[src/rtl/regfile_seq_pkg.sv]
// rtl/regfile_seq_pkg.sv - shared types and ISA constants for the register-file sequencer
//
// Purpose: state enumeration, opcode/op field constants and writeback-select
// encodings used by regfile_seq_decode and regfile_seq_ctrl.
// Ports: none (package).
// Optional feature macro: REGFILE_SEQ_ILLEGAL_TRAP_EN (uses ST_TRAP).
package regfile_seq_pkg;

   typedef enum logic [2:0] {
      ST_WAIT      = 3'd0,
      ST_DECODE    = 3'd1,
      ST_WRITE_IMM = 3'd2,
      ST_GET_A     = 3'd3,
      ST_GET_B     = 3'd4,
      ST_ALU       = 3'd5,
      ST_WRITE_REG = 3'd6,
      ST_TRAP      = 3'd7
   } state_e;

   localparam logic [2:0] OPC_MOV = 3'b110;
   localparam logic [2:0] OPC_ALU = 3'b101;

   localparam logic [1:0] MOV_IMM = 2'b10;
   localparam logic [1:0] MOV_REG = 2'b00;

   localparam logic [1:0] ALU_ADD = 2'b00;
   localparam logic [1:0] ALU_CMP = 2'b01;
   localparam logic [1:0] ALU_AND = 2'b10;
   localparam logic [1:0] ALU_MVN = 2'b11;

   localparam logic [1:0] VSEL_C   = 2'b00;
   localparam logic [1:0] VSEL_IMM = 2'b01;

endpackage

[src/rtl/regfile_seq_decode.sv]
// rtl/regfile_seq_decode.sv - combinational instruction-register field decoder
//
// Purpose: slices the instruction register into its fields, sign-extends the
// 8-bit immediate and classifies the instruction.
// Ports:
//   ir_i        instruction register contents
//   rn_o/rd_o/rm_o  register index fields IR[10:8] / IR[7:5] / IR[2:0]
//   sh_o        shifter op IR[4:3]
//   op_o        op field IR[12:11]
//   sximm8_o    IR[7:0] sign-extended to DW
//   mov_imm_o, mov_reg_o, alu_o, mvn_o, cmp_o  instruction-class flags
module regfile_seq_decode
   import regfile_seq_pkg::*;
#(
   parameter int DW = 16
) (
   input  logic [DW-1:0] ir_i,
   output logic [2:0]    rn_o,
   output logic [2:0]    rd_o,
   output logic [2:0]    rm_o,
   output logic [1:0]    sh_o,
   output logic [1:0]    op_o,
   output logic [DW-1:0] sximm8_o,
   output logic          mov_imm_o,
   output logic          mov_reg_o,
   output logic          alu_o,
   output logic          mvn_o,
   output logic          cmp_o
);

   logic [2:0] opcode;

   assign opcode   = ir_i[15:13];
   assign op_o     = ir_i[12:11];
   assign rn_o     = ir_i[10:8];
   assign rd_o     = ir_i[7:5];
   assign sh_o     = ir_i[4:3];
   assign rm_o     = ir_i[2:0];
   assign sximm8_o = {{(DW-8){ir_i[7]}}, ir_i[7:0]};

   assign mov_imm_o = (opcode == OPC_MOV) && (op_o == MOV_IMM);
   assign mov_reg_o = (opcode == OPC_MOV) && (op_o == MOV_REG);
   assign alu_o     = (opcode == OPC_ALU);
   assign mvn_o     = alu_o && (op_o == ALU_MVN);
   assign cmp_o     = alu_o && (op_o == ALU_CMP);

endmodule

[src/rtl/regfile_seq_ctrl.sv]
// rtl/regfile_seq_ctrl.sv - Moore FSM sequencing register file and datapath per instruction
//
// Purpose: holds the instruction register, steps through WAIT/DECODE/operand
// fetch/ALU/writeback states and drives register-file and datapath strobes.
// Ports:
//   clk, reset        clock, synchronous active-high reset
//   load, in          capture in into IR while w=1
//   s, w              start request / idle-ready flag
//   readnum, writenum, write        register-file controls
//   loada, loadb, loadc, loads      datapath load strobes
//   asel, bsel, vsel, shift, aluop  datapath selects
//   sximm8            sign-extended IR[7:0]
//   err               illegal-opcode trap flag (only with REGFILE_SEQ_ILLEGAL_TRAP_EN)
// Optional feature macro: REGFILE_SEQ_ILLEGAL_TRAP_EN.
module regfile_seq_ctrl
   import regfile_seq_pkg::*;
#(
   parameter int DW = 16,
   parameter int RW = 3
) (
   input  logic          clk,
   input  logic          reset,
   input  logic          load,
   input  logic [DW-1:0] in,
   input  logic          s,
   output logic          w,
   output logic [RW-1:0] readnum,
   output logic [RW-1:0] writenum,
   output logic          write,
   output logic          loada,
   output logic          loadb,
   output logic          loadc,
   output logic          loads,
   output logic          asel,
   output logic          bsel,
   output logic [1:0]    vsel,
   output logic [1:0]    shift,
   output logic [1:0]    aluop,
`ifdef REGFILE_SEQ_ILLEGAL_TRAP_EN
   output logic          err,
`endif
   output logic [DW-1:0] sximm8
);

   state_e        state_q, state_d;
   logic [DW-1:0] ir_q;

   logic          w_q, write_q, loada_q, loadb_q, loadc_q, loads_q, asel_q;
   logic [1:0]    vsel_q;
   logic [RW-1:0] readnum_q, writenum_q;

   logic [2:0]    rn, rd, rm;
   logic [1:0]    sh, op;
   logic          mov_imm, mov_reg, is_alu, is_mvn, is_cmp;

   regfile_seq_decode #(.DW(DW)) u_decode (
      .ir_i      (ir_q),
      .rn_o      (rn),
      .rd_o      (rd),
      .rm_o      (rm),
      .sh_o      (sh),
      .op_o      (op),
      .sximm8_o  (sximm8),
      .mov_imm_o (mov_imm),
      .mov_reg_o (mov_reg),
      .alu_o     (is_alu),
      .mvn_o     (is_mvn),
      .cmp_o     (is_cmp)
   );

   always_comb begin
      state_d = state_q;
      unique case (state_q)
         ST_WAIT:      if (s) state_d = ST_DECODE;
         ST_DECODE: begin
            if (mov_imm)                state_d = ST_WRITE_IMM;
            else if (mov_reg || is_mvn) state_d = ST_GET_B;
            else if (is_alu)            state_d = ST_GET_A;
            else begin
`ifdef REGFILE_SEQ_ILLEGAL_TRAP_EN
               state_d = ST_TRAP;
`else
               state_d = ST_WAIT;
`endif
            end
         end
         ST_WRITE_IMM: state_d = ST_WAIT;
         ST_GET_A:     state_d = ST_GET_B;
         ST_GET_B:     state_d = ST_ALU;
         ST_ALU:       state_d = is_cmp ? ST_WAIT : ST_WRITE_REG;
         ST_WRITE_REG: state_d = ST_WAIT;
`ifdef REGFILE_SEQ_ILLEGAL_TRAP_EN
         ST_TRAP:      state_d = ST_TRAP;
`else
         ST_TRAP:      state_d = ST_WAIT;
`endif
         default:      state_d = ST_WAIT;
      endcase
   end

   // Outputs are registered from the next state so each strobe is high for
   // exactly the cycle the FSM sits in the corresponding state. IR cannot
   // change outside WAIT, so its fields are stable whenever they are used.
   always_ff @(posedge clk) begin
      if (reset) begin
         state_q    <= ST_WAIT;
         ir_q       <= '0;
         w_q        <= 1'b1;
         write_q    <= 1'b0;
         loada_q    <= 1'b0;
         loadb_q    <= 1'b0;
         loadc_q    <= 1'b0;
         loads_q    <= 1'b0;
         asel_q     <= 1'b0;
         vsel_q     <= VSEL_C;
         readnum_q  <= '0;
         writenum_q <= '0;
`ifdef REGFILE_SEQ_ILLEGAL_TRAP_EN
         err        <= 1'b0;
`endif
      end else begin
         state_q <= state_d;
         if (load && w_q) ir_q <= in;
         w_q     <= (state_d == ST_WAIT);
         write_q <= (state_d == ST_WRITE_IMM) || (state_d == ST_WRITE_REG);
         loada_q <= (state_d == ST_GET_A);
         loadb_q <= (state_d == ST_GET_B);
         loadc_q <= (state_d == ST_ALU);
         loads_q <= (state_d == ST_ALU) && is_cmp;
         // A forced to zero turns the ALU into a pass-through for MOV reg / MVN.
         asel_q  <= (state_d == ST_ALU) && (mov_reg || is_mvn);
         vsel_q  <= (state_d == ST_WRITE_IMM) ? VSEL_IMM : VSEL_C;
         if (state_d == ST_GET_A)      readnum_q <= rn;
         else if (state_d == ST_GET_B) readnum_q <= rm;
         else                          readnum_q <= '0;
         if (state_d == ST_WRITE_IMM)      writenum_q <= rn;
         else if (state_d == ST_WRITE_REG) writenum_q <= rd;
         else                              writenum_q <= '0;
`ifdef REGFILE_SEQ_ILLEGAL_TRAP_EN
         err     <= (state_d == ST_TRAP);
`endif
      end
   end

   assign w        = w_q;
   assign write    = write_q;
   assign loada    = loada_q;
   assign loadb    = loadb_q;
   assign loadc    = loadc_q;
   assign loads    = loads_q;
   assign asel     = asel_q;
   assign bsel     = 1'b0;
   assign vsel     = vsel_q;
   assign readnum  = readnum_q;
   assign writenum = writenum_q;
   assign shift    = sh;
   // MOV reg reuses the ALU as an adder so that C = 0 + shifted Rm.
   assign aluop    = mov_reg ? ALU_ADD : op;

endmodule

[config.mk]
export PLATFORM = sky130hd
export DESIGN_NAME = regfile_seq_ctrl
export DESIGN_NICKNAME = d
export VERILOG_FILES = /design/src/rtl/regfile_seq_pkg.sv /design/src/rtl/regfile_seq_decode.sv /design/src/rtl/regfile_seq_ctrl.sv
export SDC_FILE = /design/constraint.sdc
export NUM_CORES = 1
export LEC_CHECK = 0
export BUFFER_PORTS_ARGS = -buffer_cell sky130_fd_sc_hd__buf_2
export CORE_ASPECT_RATIO = 2
export CORE_MARGIN = 2
export CORE_UTILIZATION = 25
export CTS_BUF_LIST = sky130_fd_sc_hd__clkbuf_4 sky130_fd_sc_hd__clkbuf_8 sky130_fd_sc_hd__clkbuf_16
export DETAILED_ROUTE_END_ITERATION = 10
export GPL_TIMING_DRIVEN = 0
export PLACE_DENSITY = 0.47
export REMOVE_ABC_BUFFERS = 1
export SLEW_MARGIN = 0
export SYNTH_ARGS = -nofsm -noshare
export SYNTH_HDL_FRONTEND = slang
export SYNTH_SLANG_ARGS = --single-unit
[constraint.sdc]
create_clock -name clk -period 4 [get_ports clk]
set_clock_uncertainty 0.1 [all_clocks]
set_input_delay 0.4 -clock clk [delete_from_list [all_inputs] [get_ports clk]]
set_output_delay 0.4 -clock clk [all_outputs]
set_load 0.02 [all_outputs]
==> impl_metrics.ini <==
[outcome]
outcome = completed

[cts]
htree_levels = 2
cts_resized = 0
clockBufferDepth = 2
cts_made_buffers = 5
cts.sinks = 33
postCtsSetupRepairBufs = 0
cts_tree = yes
cts_hold_buf = 0
cts_root_buffer = clkbuf_16
clk_latency_ps = 280
clk_pin_slew_ps = 50

[worst_hold_path]
hold_path_class = in2reg
hold_end = ir_q[4]
holdPathStages = 3
holdCritStartpoint = in[4]

[timing]
post-route-worst-setup-slack_ps = 2250
fmax_mhz = 572
hold_viol_final = 0
slew_headroom_pct = 60.4
min_period_over_period_pct = 43.7
slew_viol_final = 0
period_minus_slack_ps = 1750
fin_setup_tns_ps = 0
tightest_slew_ps = 594
rsz0062_at_grt = no
setup_viol = 0

[place]
gp_congestion = 0.753
hpwl_um = 2670
place_inst = 269
port_buffers = 53
pre_cts_slack_ps = 2000

[floorplan]
start_util_pct = 25.6
fp-row-count = 40
die_width_um = 59.5
io_pins = 56
core_um2 = 6010
die_h_um = 115
dieArea_um2 = 6840

[power]
seq_power_share_pct = 44.0
powerDensity_nw_per_um2 = 438
irDropWorstVdd_v = 0.000208
p_switching_uw = 197
p_leak_nw = 0.848
combPwrFrac_pct = 9.8
p_int_uw = 605
pwr-share-clk_pct = 46.2
switching_share_pct = 24.6
p_total_uw = 802

[critical_path]
crit_path_top_delay_cell = or3_4
start_kind = flip-flop
crit_type = reg2reg
reg2reg_to = asel
path_cells = and3b_1 -> a31oi_1 -> or3_4 -> nor3b_1
reg2reg_depth = 4
worstSetupEndpointType = flip-flop
r2r_start = ir_q[13]
max_stage_delay_ps = 400
crit_fanout = 6
required_ps = 4090
crit_arrival_ps = 1840
regToRegSetupSlack_ps = 2250

[routing]
dr.pass1.iters = 3
vias = 1235
wl_um = 3530
drtIter0Drc = 15
drcViolationCount = 0
wl_per_cell_um = 12.8
drtAntennaViolNets = 0
vias_per_cell = 4.46

[logic_synthesis]
synth_area_um2 = 1540
yosysWarnings = 0
yosysTopAreaCellShare_pct = 42.9
syn_area_per_cell_um2 = 8.42
synthesis.instances = 183
ys_seq_elements = 33
ys_seq_area_share_pct = 42.9
yosys.area.top_type = dfxtp_1
synth_cell_type_count = 37
synth.area.top_cells = dfxtp_1 (43%), buf_4 (10%), nand2_1 (8.5%)

[global_route]
overflow = 0
gr-usage-all-layers_pct = 11.0
grt_pass1_wl_um = 5540
grt_antenna_before_repair = 0
grt_max_degree = 25
grt_pass1_vias = 1156

[cells_and_area]
n_fill_cell = 648
finalNonFillerCells = 277
drive_above_1_share_pct = 32.7
area_growth_pct = 18.7
antennaDiodeCount = 0
layout_common_cells = buf_2 (53), nand2_1 (35), dfxtp_1 (33)
nets = 233
final_common_cell = buf_2

[run]
cap_violations = 0
## cell type report
type	instances	area [um^2]	area share (%)
Clock inverter	2	10.0	0.548
Clock buffer	6	133	7.26
Tap cell	63	78.8	4.31
Timing Repair Buffer	53	265	14.5
Sequential cell	33	661	36.1
Inverter	7	26.3	1.44
Multi-Input combinational cell	113	654	35.8
## power by group through the flow
stage,clock (mW),sequential (mW),combinational (mW)
finish,0.371,0.352,0.0786
global route,0.396,0.354,0.0870
floorplan,0,0.373,0.0317
detailed placement,0,0.360,0.0803
global placement,0,0.359,0.0797
CTS,0.383,0.353,0.0805
## cell usage after synthesis
master     n
nand2_1   35
dfxtp_1   33
buf_4     21
a21oi_1   18
clkbuf_1   9
inv_1      7
nand4_1    7
nor2_1     6
nor2b_1    5
and2_1     4
mux2i_1    3
nor3_1     3
o21ai_0    3
o22ai_1    3
and3b_1    2
nand3_1    2
nand3b_1   2
a211oi_2   1
a211oi_4   1
a21boi_2   1
a311oi_1   1
a31oi_1    1
a31oi_2    1
and3_1     1
and4b_1    1
buf_6      1
conb_1     1
nand2b_1   1
nand4b_1   1
nor3b_1    1
o211a_1    1
o21ai_2    1
o21ba_1    1
or2_2      1
or3_4      1
or3b_4     1
or4b_4     1
## metrics by stage
stage	cell area (um^2)	hold slack, ps	util (%)
finish	1830	259	30.4
global route	1830	263	30.4
CTS	1830	254	30.4
detailed placement	1690	368	28.1
global placement	1690	352	28.1
floorplan	1340	343	-
## sequential cells by signal (all words and copies together), names as in the netlist
name	cells
loads	1
write	1
loada	1
loadb	1
ir_q	16
state_q	3
readnum	3
w	1
loadc	1
writenum	3
vsel	1
asel	1
## critical path: cells and delay by family (launching register included)
family | cells | cell delay, ps
AND/OR/NAND/NOR | 3 | 960
flip-flops | 1 | 390
AO/OA/AOI/OAI | 1 | 210
## routing by layer
metal	up-vias	GRT usage [%]	share of wire (%)
met5	-	0	0
met4	0	6.67	2.7
met3	6	2.92	4.6
met2	28	19.7	57
met1	554	10.7	36
li1	647	-	-
## worst max-delay path by stage
stage                  start           to  slack (ps)  depth (start not counted)
global route        ir_q[12]   readnum[1]        2080                          4
global placement       reset  writenum[0]        2020                          5
detailed placement     reset      vsel[0]        2000                          5
finish              ir_q[13]         asel        2250                          4
floorplan            ir_q[7]  writenum[2]        2030                          2
CTS                 ir_q[13]         asel        2210                          4
## kinds of logic (layout without fill, tap and decap cells)
family	count (synthesis)	in the layout	share of synthesized area (%)
other	1	2	0.243
muxes	3	3	1.95
buffers and inverters	38	68	14.9
DFF	33	33	42.9
AOI/OAI and AO/OA	33	33	14.5
and+or+nand+nor	75	75	25.5
Note: power is estimated with default switching activity, not from simulation.
